$ cat config.mk
export PLATFORM = sky130hd
export DESIGN_NAME = approx_mac_sequencer_flat
export DESIGN_NICKNAME = d
export VERILOG_FILES = /design/src/rtl/approx_mac_sequencer_if.sv /design/src/rtl/approx_mac_sequencer.sv /design/src/flat_wrapper.sv
export SDC_FILE = /design/constraint.sdc
export NUM_CORES = 1
export LEC_CHECK = 0
export ABC_CLOCK_PERIOD_IN_PS = 2800
export BUFFER_PORTS_ARGS = -buffer_cell sky130_fd_sc_hd__buf_4
export CAP_MARGIN = 20
export CORE_MARGIN = 8
export CORE_UTILIZATION = 52
export DETAILED_ROUTE_END_ITERATION = 8
export PLACE_DENSITY = 0.81
export SETUP_SLACK_MARGIN = 0.15
export SYNTH_ARGS = -nofsm -noshare
export SYNTH_HDL_FRONTEND = slang
export SYNTH_SLANG_ARGS = --single-unit
$ cat constraint.sdc
create_clock -name clk -period 2.8 [get_ports clk]
set_clock_uncertainty 0.2 [all_clocks]
set_input_delay 0.56 -clock clk [delete_from_list [all_inputs] [get_ports clk]]
set_output_delay 0.56 -clock clk [all_outputs]
set_load 0.005 [all_outputs]
$ cat src/rtl/approx_mac_sequencer_if.sv
// Operand, multiplier and result bus of approx_mac_sequencer.
// master = the sequencer, slave = operand source / multiplier / result consumer.
interface approx_mac_sequencer_if #(
  parameter int LEN_W = 8,
  parameter int ACC_W = 24
);
  logic             start;
  logic [LEN_W-1:0] len;
  logic             busy;
  logic             in_valid;
  logic             in_ready;
  logic [7:0]       in_a;
  logic [7:0]       in_b;
  logic [7:0]       mult_a;
  logic [7:0]       mult_b;
  logic [15:0]      mult_p;
  logic             out_valid;
  logic             out_ready;
  logic [ACC_W-1:0] out_acc;
  logic             out_ovf;

  modport master (
    input  start, len, in_valid, in_a, in_b, mult_p, out_ready,
    output busy, in_ready, mult_a, mult_b, out_valid, out_acc, out_ovf
  );

  modport slave (
    output start, len, in_valid, in_a, in_b, mult_p, out_ready,
    input  busy, in_ready, mult_a, mult_b, out_valid, out_acc, out_ovf
  );
endinterface

$ cat src/rtl/approx_mac_sequencer.sv
// Dot-product sequencer around an external approximate 8x8 multiplier.
// Optional APPROX_MAC_ERR_TRACK_EN adds err_acc, the saturating sum of |exact - approx|.
//
// state | meaning
// IDLE  | waiting for start
// LOAD  | accepting operand pairs until the beat counter reaches zero
// DRAIN | last product still in flight to the accumulator
// DONE  | result presented, waiting for out_ready
module approx_mac_sequencer #(
  parameter int LEN_W = 8,
  parameter int ACC_W = 24
) (
  input  logic clk,
  input  logic rst_n,
  approx_mac_sequencer_if.master bus
`ifdef APPROX_MAC_ERR_TRACK_EN
  ,
  output logic [ACC_W-1:0] err_acc
`endif
);

  typedef enum logic [1:0] {IDLE, LOAD, DRAIN, DONE} state_t;

  state_t           state;
  logic [LEN_W-1:0] cnt;
  logic             s1_valid;
  logic [7:0]       a_q;
  logic [7:0]       b_q;
  logic [ACC_W-1:0] acc_q;
  logic             ovf_q;
  logic             out_valid_q;
  logic             in_ready;
  logic             accept;
  logic             job_start;
  logic [ACC_W:0]   acc_sum;

  assign in_ready  = (state == LOAD) && (cnt != '0);
  assign accept    = in_ready && bus.in_valid;
  assign job_start = (state == IDLE) && bus.start;
  // Extra top bit of the sum is the carry out of the accumulator.
  assign acc_sum   = {1'b0, acc_q} + {{(ACC_W-15){1'b0}}, bus.mult_p};

  always_ff @(posedge clk or negedge rst_n) begin
    if (!rst_n) begin
      state       <= IDLE;
      cnt         <= '0;
      s1_valid    <= 1'b0;
      a_q         <= '0;
      b_q         <= '0;
      acc_q       <= '0;
      ovf_q       <= 1'b0;
      out_valid_q <= 1'b0;
    end else begin
      s1_valid <= accept;
      if (accept) begin
        a_q <= bus.in_a;
        b_q <= bus.in_b;
        cnt <= cnt - 1'b1;
      end
      if (s1_valid) begin
        acc_q <= acc_sum[ACC_W-1:0];
        if (acc_sum[ACC_W]) ovf_q <= 1'b1;
      end
      case (state)
        IDLE: begin
          if (bus.start) begin
            acc_q <= '0;
            ovf_q <= 1'b0;
            cnt   <= bus.len;
            if (bus.len != '0) begin
              state <= LOAD;
            end else begin
              state       <= DONE;
              out_valid_q <= 1'b1;
            end
          end
        end
        LOAD: begin
          if (accept && (cnt == LEN_W'(1))) state <= DRAIN;
        end
        DRAIN: begin
          if (!s1_valid) begin
            state       <= DONE;
            out_valid_q <= 1'b1;
          end
        end
        DONE: begin
          if (bus.out_ready) begin
            state       <= IDLE;
            out_valid_q <= 1'b0;
          end
        end
        default: state <= IDLE;
      endcase
    end
  end

  assign bus.busy      = (state != IDLE);
  assign bus.in_ready  = in_ready;
  assign bus.mult_a    = a_q;
  assign bus.mult_b    = b_q;
  assign bus.out_valid = out_valid_q;
  assign bus.out_acc   = acc_q;
  assign bus.out_ovf   = ovf_q;

`ifdef APPROX_MAC_ERR_TRACK_EN
  logic [15:0]      exact;
  logic [15:0]      diff;
  logic [ACC_W:0]   err_sum;
  logic [ACC_W-1:0] err_q;

  assign exact   = {8'b0, a_q} * {8'b0, b_q};
  assign diff    = (exact >= bus.mult_p) ? (exact - bus.mult_p) : (bus.mult_p - exact);
  assign err_sum = {1'b0, err_q} + {{(ACC_W-15){1'b0}}, diff};

  always_ff @(posedge clk or negedge rst_n) begin
    if (!rst_n) begin
      err_q <= '0;
    end else if (job_start) begin
      err_q <= '0;
    end else if (s1_valid) begin
      err_q <= err_sum[ACC_W] ? '1 : err_sum[ACC_W-1:0];
    end
  end

  assign err_acc = err_q;
`endif

endmodule

$ cat src/flat_wrapper.sv
// flat-port wrapper written by rule: the top's interface ports become plain ports
module approx_mac_sequencer_flat 
#(
  parameter int LEN_W = 8,
  parameter int ACC_W = 24
)
  (clk, rst_n, bus_start, bus_len, bus_in_valid, bus_in_a, bus_in_b, bus_mult_p, bus_out_ready, bus_busy, bus_in_ready, bus_mult_a, bus_mult_b, bus_out_valid, bus_out_acc, bus_out_ovf);
  approx_mac_sequencer_if #(.LEN_W(LEN_W), .ACC_W(ACC_W)) bus_i ();
  input  logic clk;
  input  logic rst_n;
  input wire logic [$bits(bus_i.start)-1:0] bus_start;
  input wire logic [$bits(bus_i.len)-1:0] bus_len;
  input wire logic [$bits(bus_i.in_valid)-1:0] bus_in_valid;
  input wire logic [$bits(bus_i.in_a)-1:0] bus_in_a;
  input wire logic [$bits(bus_i.in_b)-1:0] bus_in_b;
  input wire logic [$bits(bus_i.mult_p)-1:0] bus_mult_p;
  input wire logic [$bits(bus_i.out_ready)-1:0] bus_out_ready;
  output wire logic [$bits(bus_i.busy)-1:0] bus_busy;
  output wire logic [$bits(bus_i.in_ready)-1:0] bus_in_ready;
  output wire logic [$bits(bus_i.mult_a)-1:0] bus_mult_a;
  output wire logic [$bits(bus_i.mult_b)-1:0] bus_mult_b;
  output wire logic [$bits(bus_i.out_valid)-1:0] bus_out_valid;
  output wire logic [$bits(bus_i.out_acc)-1:0] bus_out_acc;
  output wire logic [$bits(bus_i.out_ovf)-1:0] bus_out_ovf;
  assign bus_i.start = bus_start;
  assign bus_i.len = bus_len;
  assign bus_i.in_valid = bus_in_valid;
  assign bus_i.in_a = bus_in_a;
  assign bus_i.in_b = bus_in_b;
  assign bus_i.mult_p = bus_mult_p;
  assign bus_i.out_ready = bus_out_ready;
  assign bus_busy = bus_i.busy;
  assign bus_in_ready = bus_i.in_ready;
  assign bus_mult_a = bus_i.mult_a;
  assign bus_mult_b = bus_i.mult_b;
  assign bus_out_valid = bus_i.out_valid;
  assign bus_out_acc = bus_i.out_acc;
  assign bus_out_ovf = bus_i.out_ovf;
  approx_mac_sequencer #(.LEN_W(LEN_W), .ACC_W(ACC_W)) u_core (.clk(clk), .rst_n(rst_n), .bus(bus_i));
endmodule
Word-level counts from Yosys, hierarchy flattened
Cells that the tools add are included.
{"block": "word_totals", "mem_bits_rw": 0, "mem_count": 0, "mem_bits_ro": 0, "latchBits": 0, "reg_bits": 53, "input_bits": 45, "out_inout_bits": 44, "word_cells": 50}
{"block": "classes", "add_sub_neg": 2, "multipliers": 0, "div": 0, "magnitude_cmp": 0, "n_reduce_logical": 10, "n_mux": 21, "eq_ne": 9, "bitwise_logic": 0, "shift": 0}
{"operator": "$mux 24", "count": 3}
{"operator": "$add 24x16->25", "count": 1}
{"operator": "$mux 8", "count": 3}
{"operator": "$reduce_bool 8->1", "count": 2}
{"operator": "$mux 2", "count": 5}
{"operator": "$ne 2x2->1 const B", "count": 5}
{"operator": "$eq 8x1->1 const B", "count": 1}
{"operator": "$mux 1", "count": 8}
{"operator": "$pmux 2 s4", "count": 1}
{"operator": "$sub 8x1->8 const B", "count": 1}
{"operator": "$reduce_and 5->1", "count": 1}
{"operator": "$eq 2x2->1 const B", "count": 2}
{"operator": "$reduce_and 4->1", "count": 1}
{"operator": "$logic_and 1x1->1", "count": 3}
{"operator": "$pmux 1 s3", "count": 1}
{"operator": "$reduce_bool 3->1", "count": 1}
{"operator": "$eq 2x1->1 const B", "count": 1}
{"operator": "$logic_not 2->1", "count": 1}
{"operator": "$reduce_bool 2->1", "count": 1}

Depth between registers and ports, before layout
{"block": "depth", "depth_word": 6, "depth_mapped": 11, "mapped_depth_nobuf": 10}

Worst setup path after synthesis
No wires, ideal clock.
{"block": "synth_timing", "kind": "input to register", "startpoint": "input port bus_mult_p[0]", "endpoint": "register u_core.acc_q[18], in the netlist u_core.bus.out_acc[18]", "cell_stages": 9, "path_buffers": 0, "arrival_time_ns": 2.304, "setup_time_ns": 0.078, "t_required_ns": 2.522, "setup_slack_ns": 0.218, "path_cell_list": "ha_1 fa_1 a21oi_1 o21ai_0 a21oi_1 o31a_1 o21a_1 or4_1 a21oi_1"}
{"block": "synth_via", "elab_chain_cells": 4}
{"item": "start: declaration", "line": "flat_wrapper.sv:16", "source": "input wire logic [$bits(bus_i.mult_p)-1:0] bus_mult_p;"}
{"item": "$add 24x16->25 (*)", "line": "approx_mac_sequencer.sv:41", "source": "assign acc_sum = {1'b0, acc_q} + {{(ACC_W-15){1'b0}}, bus.mult_p};"}
{"item": "$mux 24 (*)", "line": "approx_mac_sequencer.sv:60", "source": "if (s1_valid) begin"}
{"item": "$mux 24", "line": "approx_mac_sequencer.sv:66", "source": "if (bus.start) begin"}
{"item": "$mux 24 (*)", "line": "approx_mac_sequencer.sv:64", "source": "case (state)"}
{"item": "end signal: assignment", "line": "approx_mac_sequencer.sv:61", "source": "acc_q <= acc_sum[ACC_W-1:0];"}
{"item": "end: declaration", "line": "approx_mac_sequencer.sv:29", "source": "logic [ACC_W-1:0] acc_q;"}
Every way passes the cells marked *; elsewhere a longest branch is shown, timed or not.
A chain may end at the register's enable or synchronous reset.

Worst setup path after layout
{"block": "layout_timing", "startpoint": "register u_core.cnt[3]", "endpoint": "output port bus_in_ready"}
{"block": "layout_via", "elab_chain_cells": 2}
{"item": "start: declaration", "line": "approx_mac_sequencer.sv:25", "source": "logic [LEN_W-1:0] cnt;"}
{"item": "start signal: assignment", "line": "approx_mac_sequencer.sv:58", "source": "cnt <= cnt - 1'b1;"}
{"item": "start signal: assignment", "line": "approx_mac_sequencer.sv:69", "source": "cnt <= bus.len;"}
{"item": "$reduce_bool 8->1", "line": "approx_mac_sequencer.sv:37", "source": "assign in_ready = (state == LOAD) && (cnt != '0);"}
{"item": "$logic_and 1x1->1", "line": "approx_mac_sequencer.sv:37"}
{"item": "end: declaration", "line": "flat_wrapper.sv:19", "source": "output wire logic [$bits(bus_i.in_ready)-1:0] bus_in_ready;"}
Every way passes these cells.

==> metrics.txt <==
# TYPE chip_impl_metric gauge
chip_impl_metric{name="drive_gt1_frac",unit=""} 0.275
chip_impl_metric{name="clock_insertion_delay_worst_skew",unit="ps"} 320
chip_impl_info{name="classification_of_the_worst_setup_path",value="flop to output port"} 1
chip_impl_metric{name="p_per_area",unit="mW/mm^2"} 982
chip_impl_metric{name="routed_wire_length_per_instance",unit="um"} 15.1
chip_impl_metric{name="power_report.internal_total",unit="uW"} 2380
chip_impl_metric{name="clockPowerShare",unit=""} 0.134
chip_impl_info{name="synth_top_cell_by_area",value="dfrtp_1"} 1
chip_impl_metric{name="cellLeakagePower",unit="uW"} 0.00205
chip_impl_metric{name="io_buffers",unit=""} 88
chip_impl_metric{name="ys_ff_latch",unit=""} 53
chip_impl_metric{name="seq_power_share",unit=""} 0.330
chip_impl_metric{name="all_layer_gr_usage",unit=""} 0.185
chip_impl_info{name="dominantRegCellSynth",value="dfrtp_1"} 1
chip_impl_metric{name="finalWeightedCongestion",unit=""} 0.854
chip_impl_metric{name="fmax",unit="MHz"} 388
chip_impl_metric{name="synth_seq_area_share",unit=""} 0.426
chip_impl_metric{name="comb_power_share",unit=""} 0.537
chip_impl_metric{name="stdcell_area",unit="mm^2"} 0.00407
chip_impl_info{name="rsz0062_at_grt",value="yes"} 1
chip_impl_metric{name="critical_path_peak_fanout",unit=""} 4
chip_impl_metric{name="grt_start_max_net_pins",unit=""} 54
chip_impl_info{name="yosys-top-cells-area",value="dfrtp_1 (43%), ha_1 (9.6%), nand2_1 (9.6%)"} 1
chip_impl_metric{name="number_of_nets_with_antenna_violations_after_routing",unit=""} 0
chip_impl_metric{name="number_of_hold_violations_in_the_final_report",unit=""} 0
chip_impl_metric{name="placement.cell_area",unit="mm^2"} 0.00392
chip_impl_metric{name="ctsHtreeMaxLevel",unit=""} 2
chip_impl_metric{name="synth_edf_count",unit=""} 0
chip_impl_metric{name="dp_slack",unit="ps"} -105
chip_impl_metric{name="initial_core_util",unit=""} 0.533
chip_impl_info{name="tritoncts",value="yes"} 1
chip_impl_metric{name="tritoncts_buffer_count",unit=""} 5
chip_impl_info{name="status",value="finished, final reports clean"} 1
chip_impl_metric{name="grt_remaining_overflow",unit=""} 0
chip_impl_metric{name="core-area",unit="mm^2"} 0.00585
chip_impl_metric{name="syn_area_per_cell",unit="um^2"} 9.03
chip_impl_metric{name="vias_after_detailed_routing",unit=""} 2849
chip_impl_metric{name="vdd.ir_drop.worst",unit="mV"} 0.527
chip_impl_info{name="most_numerous_cell_types_in_the_synthesized_netlist",value="nand2_1 (80), dfrtp_1 (53), ha_1 (24)"} 1
chip_impl_metric{name="clkSinkCount",unit=""} 53
chip_impl_info{name="hold_path.class",value="input pin to async pin"} 1
chip_impl_metric{name="area_delta_synth_final",unit="%"} 30.6
chip_impl_metric{name="postLayoutCoreUtil",unit=""} 0.696
chip_impl_metric{name="cap_violations",unit=""} 0
chip_impl_metric{name="dr.pass1.iters",unit=""} 4
chip_impl_metric{name="netSwitchingFraction",unit=""} 0.404
chip_impl_info{name="most_frequent_cell_after_synthesis",value="nand2_1"} 1
chip_impl_metric{name="drt-initial-drc-count",unit=""} 105
chip_impl_metric{name="post_dp_hpwl",unit="um"} 5970
chip_impl_metric{name="ios",unit=""} 89
chip_impl_metric{name="final_period_minus_worst_setup_slack",unit="ps"} 2580
chip_impl_metric{name="design.die.area",unit="mm^2"} 0.00872
chip_impl_metric{name="syn_warnings",unit=""} 0
chip_impl_metric{name="die_width",unit="um"} 93.4
chip_impl_metric{name="post_synth_instance_area",unit="mm^2"} 0.00312
chip_impl_metric{name="fin_crit_sh",unit=""} 0.922
chip_impl_metric{name="grt_pass1_vias",unit=""} 2995
chip_impl_metric{name="cts_hold_repair.buffers",unit=""} 0
chip_impl_metric{name="chipHeight",unit="um"} 93.4
chip_impl_metric{name="critical_path_at",unit="ps"} 1820
chip_impl_metric{name="grt_antenna_before_repair",unit=""} 0
chip_impl_metric{name="route.detailed.vias_per_inst",unit=""} 5.46
chip_impl_metric{name="final_net_count",unit=""} 517
chip_impl_metric{name="remaining_drc_errors",unit=""} 0
chip_impl_metric{name="finalWirelength",unit="um"} 7890
chip_impl_metric{name="finalSetupViolCount",unit=""} 0
chip_impl_metric{name="synth.net_count",unit=""} 415
chip_impl_metric{name="critPathRequiredTime",unit="ps"} 2040
chip_impl_metric{name="synth_cells",unit=""} 345
chip_impl_metric{name="yosys.cell_types.count",unit=""} 46
chip_impl_info{name="end_kind",value="output port"} 1
chip_impl_metric{name="clock_transition_at_the_registers_of_the_reported_paths",unit="ps"} 110
chip_impl_info{name="cp-start-kind",value="flop"} 1
chip_impl_info{name="cts_root_buf",value="clkbuf_8"} 1
chip_impl_metric{name="worst_slack",unit="ps"} 220
chip_impl_metric{name="clock_tree.buffer_depth",unit=""} 2
chip_impl_metric{name="relSlewSlack",unit=""} 0.542
chip_impl_metric{name="rows",unit=""} 28
chip_impl_metric{name="antenna_cells_inserted",unit=""} 0
chip_impl_metric{name="timing_max_transition_violations_final",unit=""} 0
chip_impl_metric{name="transition_time_at_the_pin_with_the_least_slew_margin",unit="ps"} 687
chip_impl_metric{name="synthArstFlopShare",unit=""} 1.00
chip_impl_metric{name="grt_pass1_wl",unit="um"} 13300
chip_impl_metric{name="post-synth-top-area-fraction",unit=""} 0.426
chip_impl_metric{name="netSwitchingPower",unit="uW"} 1610
-- cells in the final DEF, fill, tap and decap left out, types with 5 or more instances in the layout --
cell,netlist,final
o21ai_0,23,22
ha_1,24,23
mux2i_1,9,9
dfrtp_1,53,53
nand2_1,80,80
nand3_1,6,6
xnor2_1,11,11
a21oi_1,22,20
buf_4,0,104
clkbuf_8,0,5
xor2_1,8,8
inv_1,15,15
nor2_1,22,21
-- sequential cells by signal (all words and copies together), names as in the netlist --
signal	count
u_core.bus.out_acc	24
u_core.bus.mult_a	8
u_core.bus.mult_b	8
u_core.cnt	8
u_core.state	2
u_core.bus.out_ovf	1
u_core.bus.out_valid	1
u_core.s1_valid	1
-- worst max-delay path: stages, from the launching register on --
cell and delay (ps):
dfrtp_1 390, or4_4 570, o41a_4 400, buf_4 150
-- metrics by stage --
step | power [uW] | cells | hold slack, ps | TNS (ps)
after floorplan | 2590 | 345 | 64.4 | 0
after global placement | 3350 | 511 | 259 | -227
after detailed placement | 3430 | 511 | 263 | -254
after CTS | 3980 | 519 | 102 | 0
after global routing | 4350 | 522 | 140 | 0
final | 4000 | 522 | 74.7 | 0
-- final timing paths --
check | slack (ps) | cells after the start | end | from
min in group clk | 240 | 3 | u_core.bus.mult_a[0] | bus_in_a[0]
worst max register to register | 250 | 10 | u_core.bus.out_acc[18] | u_core.bus.out_acc[0]
worst max-delay path | 220 | 3 | bus_in_ready | u_core.cnt[3]
max in group asynchronous | 1860 | 1 | u_core.bus.out_acc[4] | rst_n
worst min register to register | 280 | 2 | u_core.bus.mult_b[3] | u_core.bus.mult_b[3]
worst min-delay path | 70 | 1 | u_core.bus.out_acc[21] | rst_n
-- power groups by stage --
stage / sequential (uW) / clock, uW / combinational [uW]
final: 1320 / 534 / 2140
after global routing: 1360 / 570 / 2420
after CTS: 1330 / 542 / 2110
after detailed placement: 1340 / 0 / 2100
after global placement: 1320 / 0 / 2020
after floorplan: 1300 / 0 / 1290
-- cell type report --
type	count	area, um^2
Multi-Input combinational cell	267	1700
Fill cell	476	1780
Tap cell	75	93.8
Inverter	16	62.6
Sequential cell	53	1330
Clock buffer	5	68.8
Timing Repair Buffer	104	781
Clock inverter	2	38.8
-- cells by family (layout without fill, tap and decap cells) --
family,count (synthesis),after routing,share of synthesized area
AO/OA/AOI/OAI,81,81,0.165
XOR/XNOR,19,19,0.0534
adder cells (fa/ha/maj),25,25,0.103
buffers and inverters,25,127,0.0341
flip-flops,53,53,0.426
multiplexers,9,9,0.0289
AND/OR/NAND/NOR,133,133,0.190
-- layer usage --
layer | vias to the layer above | global-route usage | routed length [um]
met5 | - | 0 | 0
met4 | 0 | 0.0362 | 58
met3 | 5 | 0.0801 | 833
met2 | 98 | 0.315 | 3770
met1 | 1346 | 0.210 | 3230
li1 | 1400 | - | -
-- what timing repair did --
action                     CTS  global route
setup endpoints to repair    2             8
setup buffers                1             3
pin swaps                    0             1
resized for setup            1             5
(Power assumes the default switching activity.)
